`config.mk`:
```
export PLATFORM = sky130hd
export DESIGN_NAME = approx_adder_arbiter
export DESIGN_NICKNAME = d
export VERILOG_FILES = /design/src/rtl/approx_adder_pkg.sv /design/src/rtl/approx_adder_arbiter_adder.sv /design/src/rtl/approx_adder_arbiter_rr.sv /design/src/rtl/approx_adder_arbiter.sv
export SDC_FILE = /design/constraint.sdc
export NUM_CORES = 1
export LEC_CHECK = 0
export CELL_PAD_IN_SITES_DETAIL_PLACEMENT = 1
export CELL_PAD_IN_SITES_GLOBAL_PLACEMENT = 2
export CORE_ASPECT_RATIO = 0.5
export CORE_MARGIN = 5
export CORE_UTILIZATION = 26
export CTS_CLUSTER_SIZE = 25
export DETAILED_ROUTE_END_ITERATION = 8
export PLACE_DENSITY = 0.89
export SLEW_MARGIN = 20
export SYNTH_ARGS = -nofsm -noshare
export SYNTH_HDL_FRONTEND = slang
export SYNTH_SLANG_ARGS = --single-unit
```
`constraint.sdc`:
```
create_clock -name clk -period 4.35 [get_ports clk]
set_input_delay 1.0875 -clock clk [delete_from_list [all_inputs] [get_ports clk]]
set_output_delay 1.0875 -clock clk [all_outputs]
set_load 0.03 [all_outputs]
```
`src/rtl/approx_adder_pkg.sv`:
```
// rtl/approx_adder_pkg.sv - shared types and widths for the approximate adder arbiter
package approx_adder_pkg;
   localparam int OP_W      = 8;
   localparam int SUM_W     = 9;
   localparam int N_APPROX  = 3;
   localparam int N_REQ_DEF = 4;

   typedef enum logic [1:0] {IDLE, EXEC, RESP} state_e;
endpackage

```
`src/rtl/approx_adder_arbiter_adder.sv`:
```
// rtl/approx_adder_arbiter_adder.sv - 8-bit ripple adder with N_APPROX OR-sum LSB cells
module approx_adder
   import approx_adder_pkg::*;
#(
   parameter int N_APPROX_CELLS = N_APPROX
) (
   input  logic [OP_W-1:0]  a,
   input  logic [OP_W-1:0]  b,
   output logic [SUM_W-1:0] sum
);
   // Approximate cells keep the exact majority carry but replace XOR with OR for the sum bit.
   always_comb begin
      logic carry;
      carry = 1'b0;
      sum   = '0;
      for (int i = 0; i < OP_W; i++) begin
         if (i < N_APPROX_CELLS) begin
            sum[i] = a[i] | b[i] | carry;
         end else begin
            sum[i] = a[i] ^ b[i] ^ carry;
         end
         carry = (a[i] & b[i]) | (a[i] & carry) | (b[i] & carry);
      end
      sum[OP_W] = carry;
   end
endmodule

```
`src/rtl/approx_adder_arbiter_rr.sv`:
```
// rtl/approx_adder_arbiter_rr.sv - round-robin grant starting the scan at ptr
module rr_arbiter #(
   parameter int N     = 4,
   parameter int IDX_W = 2
) (
   input  logic [N-1:0]     req,
   input  logic [IDX_W-1:0] ptr,
   output logic [N-1:0]     grant,
   output logic [IDX_W-1:0] grant_idx,
   output logic             any_req
);
   always_comb begin
      int               pos;
      logic [IDX_W-1:0] idx;
      logic             found;
      grant     = '0;
      grant_idx = '0;
      found     = 1'b0;
      for (int k = 0; k < N; k++) begin
         pos = int'(ptr) + k;
         if (pos >= N) pos = pos - N;
         idx = IDX_W'(pos);
         if (!found && req[idx]) begin
            found      = 1'b1;
            grant[idx] = 1'b1;
            grant_idx  = idx;
         end
      end
      any_req = found;
   end
endmodule

```
`src/rtl/approx_adder_arbiter.sv`:
```
// rtl/approx_adder_arbiter.sv - one shared approximate adder, round-robin over N_REQ requesters
// Optional error monitor (exact adder, res_err, err_cnt) enabled by APPROX_ERR_MON_EN.
module approx_adder_arbiter
   import approx_adder_pkg::*;
#(
   parameter int N_REQ = N_REQ_DEF,
   parameter int ID_W  = $clog2(N_REQ)
`ifdef APPROX_ERR_MON_EN
   , parameter int ERR_CW = 16
`endif
) (
   input  logic                  clk,
   input  logic                  rst_n,
   input  logic [N_REQ-1:0]      req_valid,
   input  logic [OP_W*N_REQ-1:0] req_a,
   input  logic [OP_W*N_REQ-1:0] req_b,
   output logic [N_REQ-1:0]      req_ready,
   output logic                  res_valid,
   input  logic                  res_ready,
   output logic [SUM_W-1:0]      res_sum,
   output logic [ID_W-1:0]       res_id,
   output logic                  busy
`ifdef APPROX_ERR_MON_EN
   , output logic                res_err,
   output logic [ERR_CW-1:0]     err_cnt
`endif
);
   state_e            state_q, state_d;
   logic [ID_W-1:0]   rr_ptr_q, rr_ptr_d;
   logic [OP_W-1:0]   op_a_q, op_a_d, op_b_q, op_b_d;
   logic [ID_W-1:0]   op_id_q, op_id_d;
   logic              res_valid_q, res_valid_d;
   logic [SUM_W-1:0]  res_sum_q, res_sum_d;
   logic [ID_W-1:0]   res_id_q, res_id_d;
   logic              busy_q, busy_d;
   logic [N_REQ-1:0]  grant;
   logic [ID_W-1:0]   grant_idx;
   logic              any_req;
   logic [OP_W-1:0]   win_a, win_b;
   logic [SUM_W-1:0]  approx_sum;

   rr_arbiter #(.N(N_REQ), .IDX_W(ID_W)) u_arb (
      .req       (req_valid),
      .ptr       (rr_ptr_q),
      .grant     (grant),
      .grant_idx (grant_idx),
      .any_req   (any_req)
   );

   approx_adder #(.N_APPROX_CELLS(N_APPROX)) u_approx (
      .a   (op_a_q),
      .b   (op_b_q),
      .sum (approx_sum)
   );

`ifdef APPROX_ERR_MON_EN
   logic              res_err_q, res_err_d;
   logic [ERR_CW-1:0] err_cnt_q, err_cnt_d;
   logic [SUM_W-1:0]  exact_sum;

   approx_adder #(.N_APPROX_CELLS(0)) u_exact (
      .a   (op_a_q),
      .b   (op_b_q),
      .sum (exact_sum)
   );

   assign res_err = res_err_q;
   assign err_cnt = err_cnt_q;
`endif

   always_comb begin
      win_a = '0;
      win_b = '0;
      for (int i = 0; i < N_REQ; i++) begin
         if (grant[i]) begin
            win_a = win_a | req_a[OP_W*i +: OP_W];
            win_b = win_b | req_b[OP_W*i +: OP_W];
         end
      end
   end

   always_comb begin
      state_d     = state_q;
      rr_ptr_d    = rr_ptr_q;
      op_a_d      = op_a_q;
      op_b_d      = op_b_q;
      op_id_d     = op_id_q;
      res_valid_d = res_valid_q;
      res_sum_d   = res_sum_q;
      res_id_d    = res_id_q;
`ifdef APPROX_ERR_MON_EN
      res_err_d   = res_err_q;
      err_cnt_d   = err_cnt_q;
`endif
      case (state_q)
         IDLE: begin
            if (any_req) begin
               state_d  = EXEC;
               op_a_d   = win_a;
               op_b_d   = win_b;
               op_id_d  = grant_idx;
               rr_ptr_d = (grant_idx == ID_W'(N_REQ - 1)) ? '0 : grant_idx + ID_W'(1);
            end
         end
         EXEC: begin
            state_d     = RESP;
            res_sum_d   = approx_sum;
            res_id_d    = op_id_q;
            res_valid_d = 1'b1;
`ifdef APPROX_ERR_MON_EN
            res_err_d   = (approx_sum != exact_sum);
`endif
         end
         RESP: begin
            if (res_ready) begin
               state_d     = IDLE;
               res_valid_d = 1'b0;
`ifdef APPROX_ERR_MON_EN
               if (res_err_q && (err_cnt_q != '1)) err_cnt_d = err_cnt_q + ERR_CW'(1);
`endif
            end
         end
         default: state_d = IDLE;
      endcase
      busy_d = (state_d != IDLE);
   end

   always_ff @(posedge clk) begin
      if (!rst_n) begin
         state_q     <= IDLE;
         rr_ptr_q    <= '0;
         op_a_q      <= '0;
         op_b_q      <= '0;
         op_id_q     <= '0;
         res_valid_q <= 1'b0;
         res_sum_q   <= '0;
         res_id_q    <= '0;
         busy_q      <= 1'b0;
`ifdef APPROX_ERR_MON_EN
         res_err_q   <= 1'b0;
         err_cnt_q   <= '0;
`endif
      end else begin
         state_q     <= state_d;
         rr_ptr_q    <= rr_ptr_d;
         op_a_q      <= op_a_d;
         op_b_q      <= op_b_d;
         op_id_q     <= op_id_d;
         res_valid_q <= res_valid_d;
         res_sum_q   <= res_sum_d;
         res_id_q    <= res_id_d;
         busy_q      <= busy_d;
`ifdef APPROX_ERR_MON_EN
         res_err_q   <= res_err_d;
         err_cnt_q   <= err_cnt_d;
`endif
      end
   end

   // Held low while rst_n is asserted so no transfer appears to happen during reset.
   assign req_ready = (rst_n && state_q == IDLE) ? grant : '0;
   assign res_valid = res_valid_q;
   assign res_sum   = res_sum_q;
   assign res_id    = res_id_q;
   assign busy      = busy_q;
endmodule
```
Word level (Yosys, flattened, before mapping) --
Index checks and enable logic that the tools add are counted.
Storage, ports and cells: word-level logic and storage cells 156, input port bits 71, output and inout port bits 17, bits in registers 35
Operators by class: magnitude comparators 12, mux-type cells 47, bitwise logic cells 60, reductions and logical operators 16, $add $sub $neg 8, equal/unequal tests 4
Operators with widths (number):
- $mux 8 | 8
- $or 8x8->8 | 6
- $and 1x1->1 | 22
- $mux 2 | 11
- $mux 4 | 5
- $or 1x1->1 | 19
- $mux 1 | 13
- $lt 2x3->1 const B | 4
- $or 4x4->4 | 3
- $xor 1x1->1 | 10
- $ge 3x3->1 const B | 3
- $bmux 1 s2 | 4
- $demux 1 s2 | 4
- $ge 2x1->1 const B | 4
- $logic_and 1x1->1 | 8
- $sub 2x1->2 const B | 4
- $add 2x2->3 const B | 2
- $pmux 2 s3 | 1
- $eq 2x2->1 const B | 2
- $reduce_and 2->1 | 2
- $reduce_bool 2->1 | 2
- $add 2x1->3 const B | 1
- $ge 2x3->1 const B | 1
- $logic_not 1->1 | 3
- other kinds (5) | 5

Depth between registers and ports, before layout --
Gate-level depths: netlist (run 1).
word-level depth 22, depth in mapped cells 11

Modules after synthesis --
From an unflattened synthesis (run 1), not the netlist that was laid out.
Second synthesis, totals: cell total of the unflattened synthesis 238, area, all modules 2165.8 um2
Modules (own cells, without submodules):
- approx_adder_arbiter | cells an instance 173, area an instance 1566.5 um2, times used 1
- rr_arbiter | cells an instance 45, area an instance 421.7 um2, times used 1
- approx_adder | cells an instance 20, area an instance 177.7 um2, times used 1

Worst setup path after synthesis (run 1) --
No wires, ideal clock.
path type input-to-output, start input port req_valid[2], end output port req_ready[1], path buffers 2, required time 3263 ps, slack 438 ps, arrival 2825 ps, stages on the path 8, path through buf_6 > mux4_2 > clkinv_2 > nand3_1 > a21oi_2 > buf_4 > a21oi_1 > nor2_1
On the way: cells in the longest elaborated chain, start to end 13
Ends and longest elaborated chain:
- from (decl) | RTL line approx_adder_arbiter.sv:14 | input logic [N_REQ-1:0] req_valid,
- $bmux 1 s2 | RTL line approx_adder_arbiter_rr.sv:23 | if (!found && req[idx]) begin
- $mux 1 (implied by the code) | RTL line approx_adder_arbiter_rr.sv:23
- $mux 1 | RTL line approx_adder_arbiter_rr.sv:23
- $logic_not 1->1 | RTL line approx_adder_arbiter_rr.sv:23
- $logic_and 1x1->1 | RTL line approx_adder_arbiter_rr.sv:23
- $mux 1 | RTL line approx_adder_arbiter_rr.sv:23
- $logic_not 1->1 | RTL line approx_adder_arbiter_rr.sv:23
- $logic_and 1x1->1 | RTL line approx_adder_arbiter_rr.sv:23
- $mux 1 | RTL line approx_adder_arbiter_rr.sv:23
- $logic_not 1->1 | RTL line approx_adder_arbiter_rr.sv:23
- $logic_and 1x1->1 | RTL line approx_adder_arbiter_rr.sv:23
- $mux 4 * | RTL line approx_adder_arbiter_rr.sv:23
- $mux 4 * | RTL line approx_adder_arbiter.sv:161 | assign req_ready = (rst_n && state_q == IDLE) ? grant : '0;
- to (decl) | RTL line approx_adder_arbiter.sv:17 | output logic [N_REQ-1:0] req_ready,
Every way passes the cells marked *; elsewhere a longest branch is shown, timed or not. The select of a mux whose other input is x is not followed.

Worst setup path after layout (run 1) --
start input port req_valid[1], end output port req_ready[2]
Same word-level chain as after synthesis.

==> results of run 1 <==
stage by stage:
stage          std cells  total power [mW]  worst slack (ns)  instance area (um^2)  hold slack (ns)
6_report             513              2.19             0.104                  3640            0.464
5_1_grt              513              2.34           0.00188                  3640            0.500
4_1_cts              512              2.18            0.0728                  3620            0.471
3_5_place_dp         504              1.75             0.134                  3460            0.460
3_3_place_gp         504              1.72             0.161                  3460            0.455
2_1_floorplan        299              1.35             0.438                  2500            0.440
power by group:
part | switching (mW) | internal, mW
clock | 0.144 | 0.270
combinational | 0.748 | 0.535
sequential | 0.0860 | 0.403
timing repair:
| action | CTS | global route |
|---|---|---|
| setup buffers | 0 | 1 |
| resized for setup | 0 | 2 |
| hold endpoints to repair | 0 | 0 |
| setup endpoints to repair | 0 | 4 |
sequential cells by signal, summed over array words and instances (netlist names), 2 cells and up, named ones only:
signal and count:
op_id_q 2, op_a_q 8, res_sum 9, res_id 2
state_q 2, op_b_q 8
area by class of cell:
type,count,area (um^2)
fill,1100,5780
multi-input combinational,230,1630
timing repair buffer,97,941
sequential,35,701
tap,135,169
clock buffer,5,125
clock inverter,3,43.8
inverter,8,31.3
worst max-delay path by stage:
stage	from	end	slack [ns]	depth (start not counted)
3_3_place_gp	req_valid[2]	req_ready[1]	0.16	8
2_1_floorplan	req_valid[2]	req_ready[1]	0.44	8
6_report	req_valid[1]	req_ready[2]	0.10	8
4_1_cts	req_valid[2]	req_ready[2]	0.07	8
3_5_place_dp	req_valid[2]	req_ready[2]	0.13	8
5_1_grt	req_valid[1]	req_ready[2]	0.002	8
per-layer routing:
layer | part of all wire, % | GRT usage (%)
met3 | 4.8 | 2.39
met2 | 47 | 27.4
met1 | 47 | 21.2
met5 | 0 | 0
met4 | 0.63 | 3.04
layout by cell type, fill, tap and decap left out, types with 2 or more instances in the layout:
cell type	synthesis	final
a31oi_1	17	17
nand3_1	5	5
clkbuf_16	0	5
a21oi_2	3	3
nor2b_1	7	6
nand2_1	36	36
mux4_2	2	2
inv_1	7	7
a21boi_0	6	6
fa_1	5	5
nor3b_1	3	3
o211a_1	3	3
a21oi_1	12	12
xnor2_1	2	2
clkinv_2	1	2
dfxtp_1	35	35
nor3_1	4	4
nor2_1	12	12
ha_1	4	4
nand2b_1	2	2
dlymetal6s2s_1	0	2
a22oi_1	49	49
a222oi_1	16	16
mux2i_1	3	3
and2_1	3	3
clkdlybuf4s50_1	0	81
buf_4	2	14
o21ai_0	19	19
kinds of logic (layout without fill, tap and decap cells):
logic type                 Yosys count  count (layout)  share of synthesized area [%]
AOI/OAI and AO/OA                  134             134                           38.8
and+or+nand+nor                     77              77                           14.5
xor gates and xnor gates             2               2                          0.701
muxes                                7               7                           4.50
buffers and inverters               34             113                           7.06
adders and majority gates           10              10                           6.41
DFF                                 35              35                           28.0
worst max-delay path, stage by stage:
cell	delay [ns]
clkdlybuf4s50_1	0.54
mux4_2	0.63
clkinv_2	0.14
nand3_1	0.12
a21oi_2	0.22
a21oi_1	0.06
nor2_1	0.15
buf_4	0.19
==> flow_summary.toml, run 1 <==
[clock_network]
numCtsBuffers = 5
cts.sinks = 35
hold_buffers = 0
cts_root_buf = "clkbuf_16"
cts_tree = "yes"
clockBufferDepth = 2
worstSkewPairLatency_ns = 0.28
htreeDepth = 2
clk_pin_slew_worst_paths_ns = 0.06

[outcome]
outcome = "completed"

[floorplanning]
num_io_pins = 88
core_um2 = 9420
die_h_um = 79.3
row_count = 25
die-area_um2 = 11800
initial_core_util_pct = 26.6
die_w_um = 149

[critical_path]
reg2reg_depth = 11
critPathRequiredTime_ns = 3.26
r2r-start = "op_a_q[1]$_SDFFE_PN0P_"
critPathArrivalTime_ns = 3.16
critPathLaunchType = "input pin"
cp_max_fo = 9
cp-end-kind = "output port"
path_class = "in -> out"
r2r_setup_slack_ns = 1.05
timing.rr.end = "res_sum[7]$_SDFFE_PN0P_"

[global_route]
antenna_found_initial = 0
track_usage_pct = 15.8
grt-ovfl-total = 0
grt_pass1_vias = 2915
grt_max_degree = 37
grt_pass1_wl_mm = 15.1

[yosys]
yosysTopAreaCell = "dfxtp_1"
yosys_warnings = 0
yosysMostFrequentCell = "a22oi_1"
synth_enable_flop_cells = 0
ys_types = 47
syn_area_per_cell_um2 = 8.36
synth_area_leaders = "dfxtp_1 (28%), a22oi_1 (15%), a222oi_1 (6.4%), nand2_1 (5.4%), a31oi_1 (4.3%)"
ys_seq_elements = 35
synth_top_area_share_pct = 28.0
synth_fp_nets = 379
synth_cells = 299
synth_common_cells = "a22oi_1 (49), nand2_1 (36), dfxtp_1 (35), o21ai_0 (19), a31oi_1 (17)"
ys.flop_type = "dfxtp_1"
seq_area_frac_synth_pct = 28.0
syn_area_um2 = 2500
synthArstFlopShare_pct = 0

[timing]
fin_worst_skew_ns = 0.00533
min_period_over_period_pct = 97.6
setup_tns_ns = 0
setup_violations = 0
slew_viol_final = 0
fin_crit_ns = 4.25
rsz0062_at_grt = "false"
slew_headroom_pct = 40.5
worstMarginPinSlew_ns = 0.893
fmax_mhz = 235
hold_violations = 0

[routing]
initialDrtViolationCount = 228
drc = 0
wl_per_cell_um = 18.5
vias_per_cell = 5.44
firstDrtPassIters = 7
postRouteAntennaNets = 0
drt-total-wl_mm = 9.47
vias = 2790

[power]
p_leak_nw = 1.37
ir_drop_mv = 0.269
power_density_nw_per_um2 = 601

[cells_and_area]
drive_gt1_share_pct = 9.26
area_growth_pct = 45.6
fin_util_pct = 38.7
antenna_cells = 0
nets = 457

[place]
place_hpwl_mm = 6.91
gp_congestion = 0.757
port_buffers = 87

[flow_run]
maxCapViolations = 0

[hold_path]
hold_path_class = "reg -> reg"
hold_start = "res_id[0]$_SDFFE_PN0P_"
whs_endpoint = "res_id[0]$_SDFFE_PN0P_"
whs_path_depth = 2
Note: power is estimated with default switching activity, not from simulation.
==> run 2, diff against run 1 <==
SLEW_MARGIN = 25   (was 20)
==> results of run 2 <==
No change in the layout: final DEF, timing and power equal those of run 1.
==> run 3, diff against run 2 <==
MAX_ROUTING_LAYER = met4   (was not set)
==> flow_summary.toml, run 3 (synthesis results as in run 1) <==
[clock_network]
worstSkewPairLatency_ns = 0.28
cts_tree = "yes"
clockBufferDepth = 2
clk_pin_slew_worst_paths_ns = 0.06
htreeDepth = 2
numCtsBuffers = 5
cts.sinks = 35
cts_root_buf = "clkbuf_16"

[timing]
slew_viol_final = 0
slew_headroom_pct = 41.1
worstMarginPinSlew_ns = 0.884
setup_tns_ns = 0
hold_violations = 0
fmax_mhz = 236
min_period_over_period_pct = 97.5
fin_crit_ns = 4.24
rsz0062_at_grt = "false"
fin_worst_skew_ns = 0.00461
setup_violations = 0

[power]
p_total_mw = 2.18
ir_drop_mv = 0.270
swShare_pct = 44.7
power_frac_seq_pct = 22.4
p_clk_share_pct = 18.9
p_comb_share_pct = 58.7
p_int_mw = 1.21
p_leak_nw = 1.37
netSwitchingPower_uw = 976
power_density_nw_per_um2 = 600

[critical_path]
path_buf_inv = 3
timing.rr.end = "res_sum[7]$_SDFFE_PN0P_"
critPathLaunchType = "input pin"
crit_slowest_cell = "mux4_2"
startpoint = "req_valid[1]"
cp_top_family = "buffers and inverters"
cp-end-kind = "output port"
critPathArrivalTime_ns = 3.15
critPathMaxStageDelay_ns = 0.63
r2r-start = "op_a_q[1]$_SDFFE_PN0P_"
path_class = "in -> out"
r2r_setup_slack_ns = 1.05
cp.depth = 8
critPathRequiredTime_ns = 3.26
cp_max_fo = 9
reg2reg_depth = 11
path_cells = "clkdlybuf4s50_1 -> mux4_2 -> clkinv_2 -> nand3_1 -> a21oi_2 -> a21oi_1 -> nor2_1 -> buf_4"

[cells_and_area]
fin_util_pct = 38.7
fillCellCount = 1100
layout_commonest_cell = "clkdlybuf4s50_1"
drive_gt1_share_pct = 9.26
antenna_cells = 0
largest_reg_flops = 9
nets = 457
area_growth_pct = 45.6
layout_common_cells = "clkdlybuf4s50_1 (81), a22oi_1 (49), nand2_1 (36), dfxtp_1 (35), o21ai_0 (19)"
final_cells = 513

[floorplanning]
row_count = 25
core_um2 = 9420
die_w_um = 149
die_h_um = 79.3
initial_core_util_pct = 26.6
die-area_um2 = 11800
num_io_pins = 88

[routing]
wl_per_cell_um = 18.5
firstDrtPassIters = 7
vias = 2783
drc = 0
initialDrtViolationCount = 264
postRouteAntennaNets = 0
vias_per_cell = 5.42
drt-total-wl_mm = 9.47

[global_route]
antenna_found_initial = 0
track_usage_pct = 16.3
grt_pass1_vias = 2918
grt_max_degree = 37
grt-ovfl-total = 0
grt_pass1_wl_mm = 15.1

[flow_run]
maxCapViolations = 0

[hold_path]
hold_path_class = "reg -> reg"
whs_endpoint = "res_id[0]$_SDFFE_PN0P_"
hold_start = "res_id[0]$_SDFFE_PN0P_"
whs_path_depth = 2

[outcome]
outcome = "completed"

[place]
gp_congestion = 0.767
port_buffers = 87
dp.cells = 504
place_hpwl_mm = 6.91
==> run 3: cell counts in the layout (fill, tap and decap cells not counted) <==
No cell type changed its count.
==> run 3: metrics by stage <==
| stage | hold slack (ns) | instance area, um^2 | worst slack (ns) |
|---|---|---|---|
| finish | 0.464 | 3640 | 0.108 |
| global route | 0.500 | 3640 | 0.00139 |
| CTS | 0.471 | 3620 | 0.0728 |
| detailed placement | 0.460 | 3460 | 0.134 |
| global placement | 0.455 | 3460 | 0.161 |
| floorplan | 0.440 | 2500 | 0.438 |
==> run 3: worst register-to-register path: stages, from the launching register on <==
cell,delay [ns]
dfxtp_1,0.35
nor2_1,0.14
a21oi_1,0.08
maj3_1,0.37
fa_1,0.41
fa_1,0.41
fa_1,0.40
fa_1,0.40
inv_1,0.09
fa_1,0.40
nand2_1,0.07
o211a_1,0.14
==> run 3: power groups by stage <==
stage               clock network (mW)  registers (mW)  logic, mW
floorplan                            0           0.496      0.850
global placement                     0           0.491       1.23
detailed placement                   0           0.495       1.25
CTS                              0.422           0.489       1.27
global route                     0.440           0.501       1.40
finish                           0.413           0.489       1.28
==> run 3: cell type report <==
cell class | instances | area (um^2) | share of cell area (%)
Multi-Input combinational cell | 230 | 1630 | 44.8
Timing Repair Buffer | 97 | 941 | 25.9
Sequential cell | 35 | 701 | 19.3
Tap cell | 135 | 169 | 4.64
Clock buffer | 5 | 125 | 3.44
Clock inverter | 3 | 43.8 | 1.20
Inverter | 8 | 31.3 | 0.859
==> run 3: routing by layer <==
layer	GRT usage (%)	up-vias	wire, um
met3	2.28	6	508
li1	-	1329	-
met2	27.4	84	4440
met4	3.04	0	60
met1	21.3	1364	4460
met5	-	-	0
==> run 3: how the worst max path moves through the flow <==
stage              endpoint  slack, ns
5_1_grt        req_ready[2]      0.001
2_1_floorplan  req_ready[1]       0.44
6_report       req_ready[2]       0.11
3_5_place_dp   req_ready[2]       0.13
3_3_place_gp   req_ready[1]       0.16
4_1_cts        req_ready[2]       0.07
==> run 3: repair_timing <==
item                                    4_1_cts  5_1_grt
hold buffers                                  0        0
resized for setup                             0        2
buffers inserted                              0        1
endpoints found under the setup margin        0        4
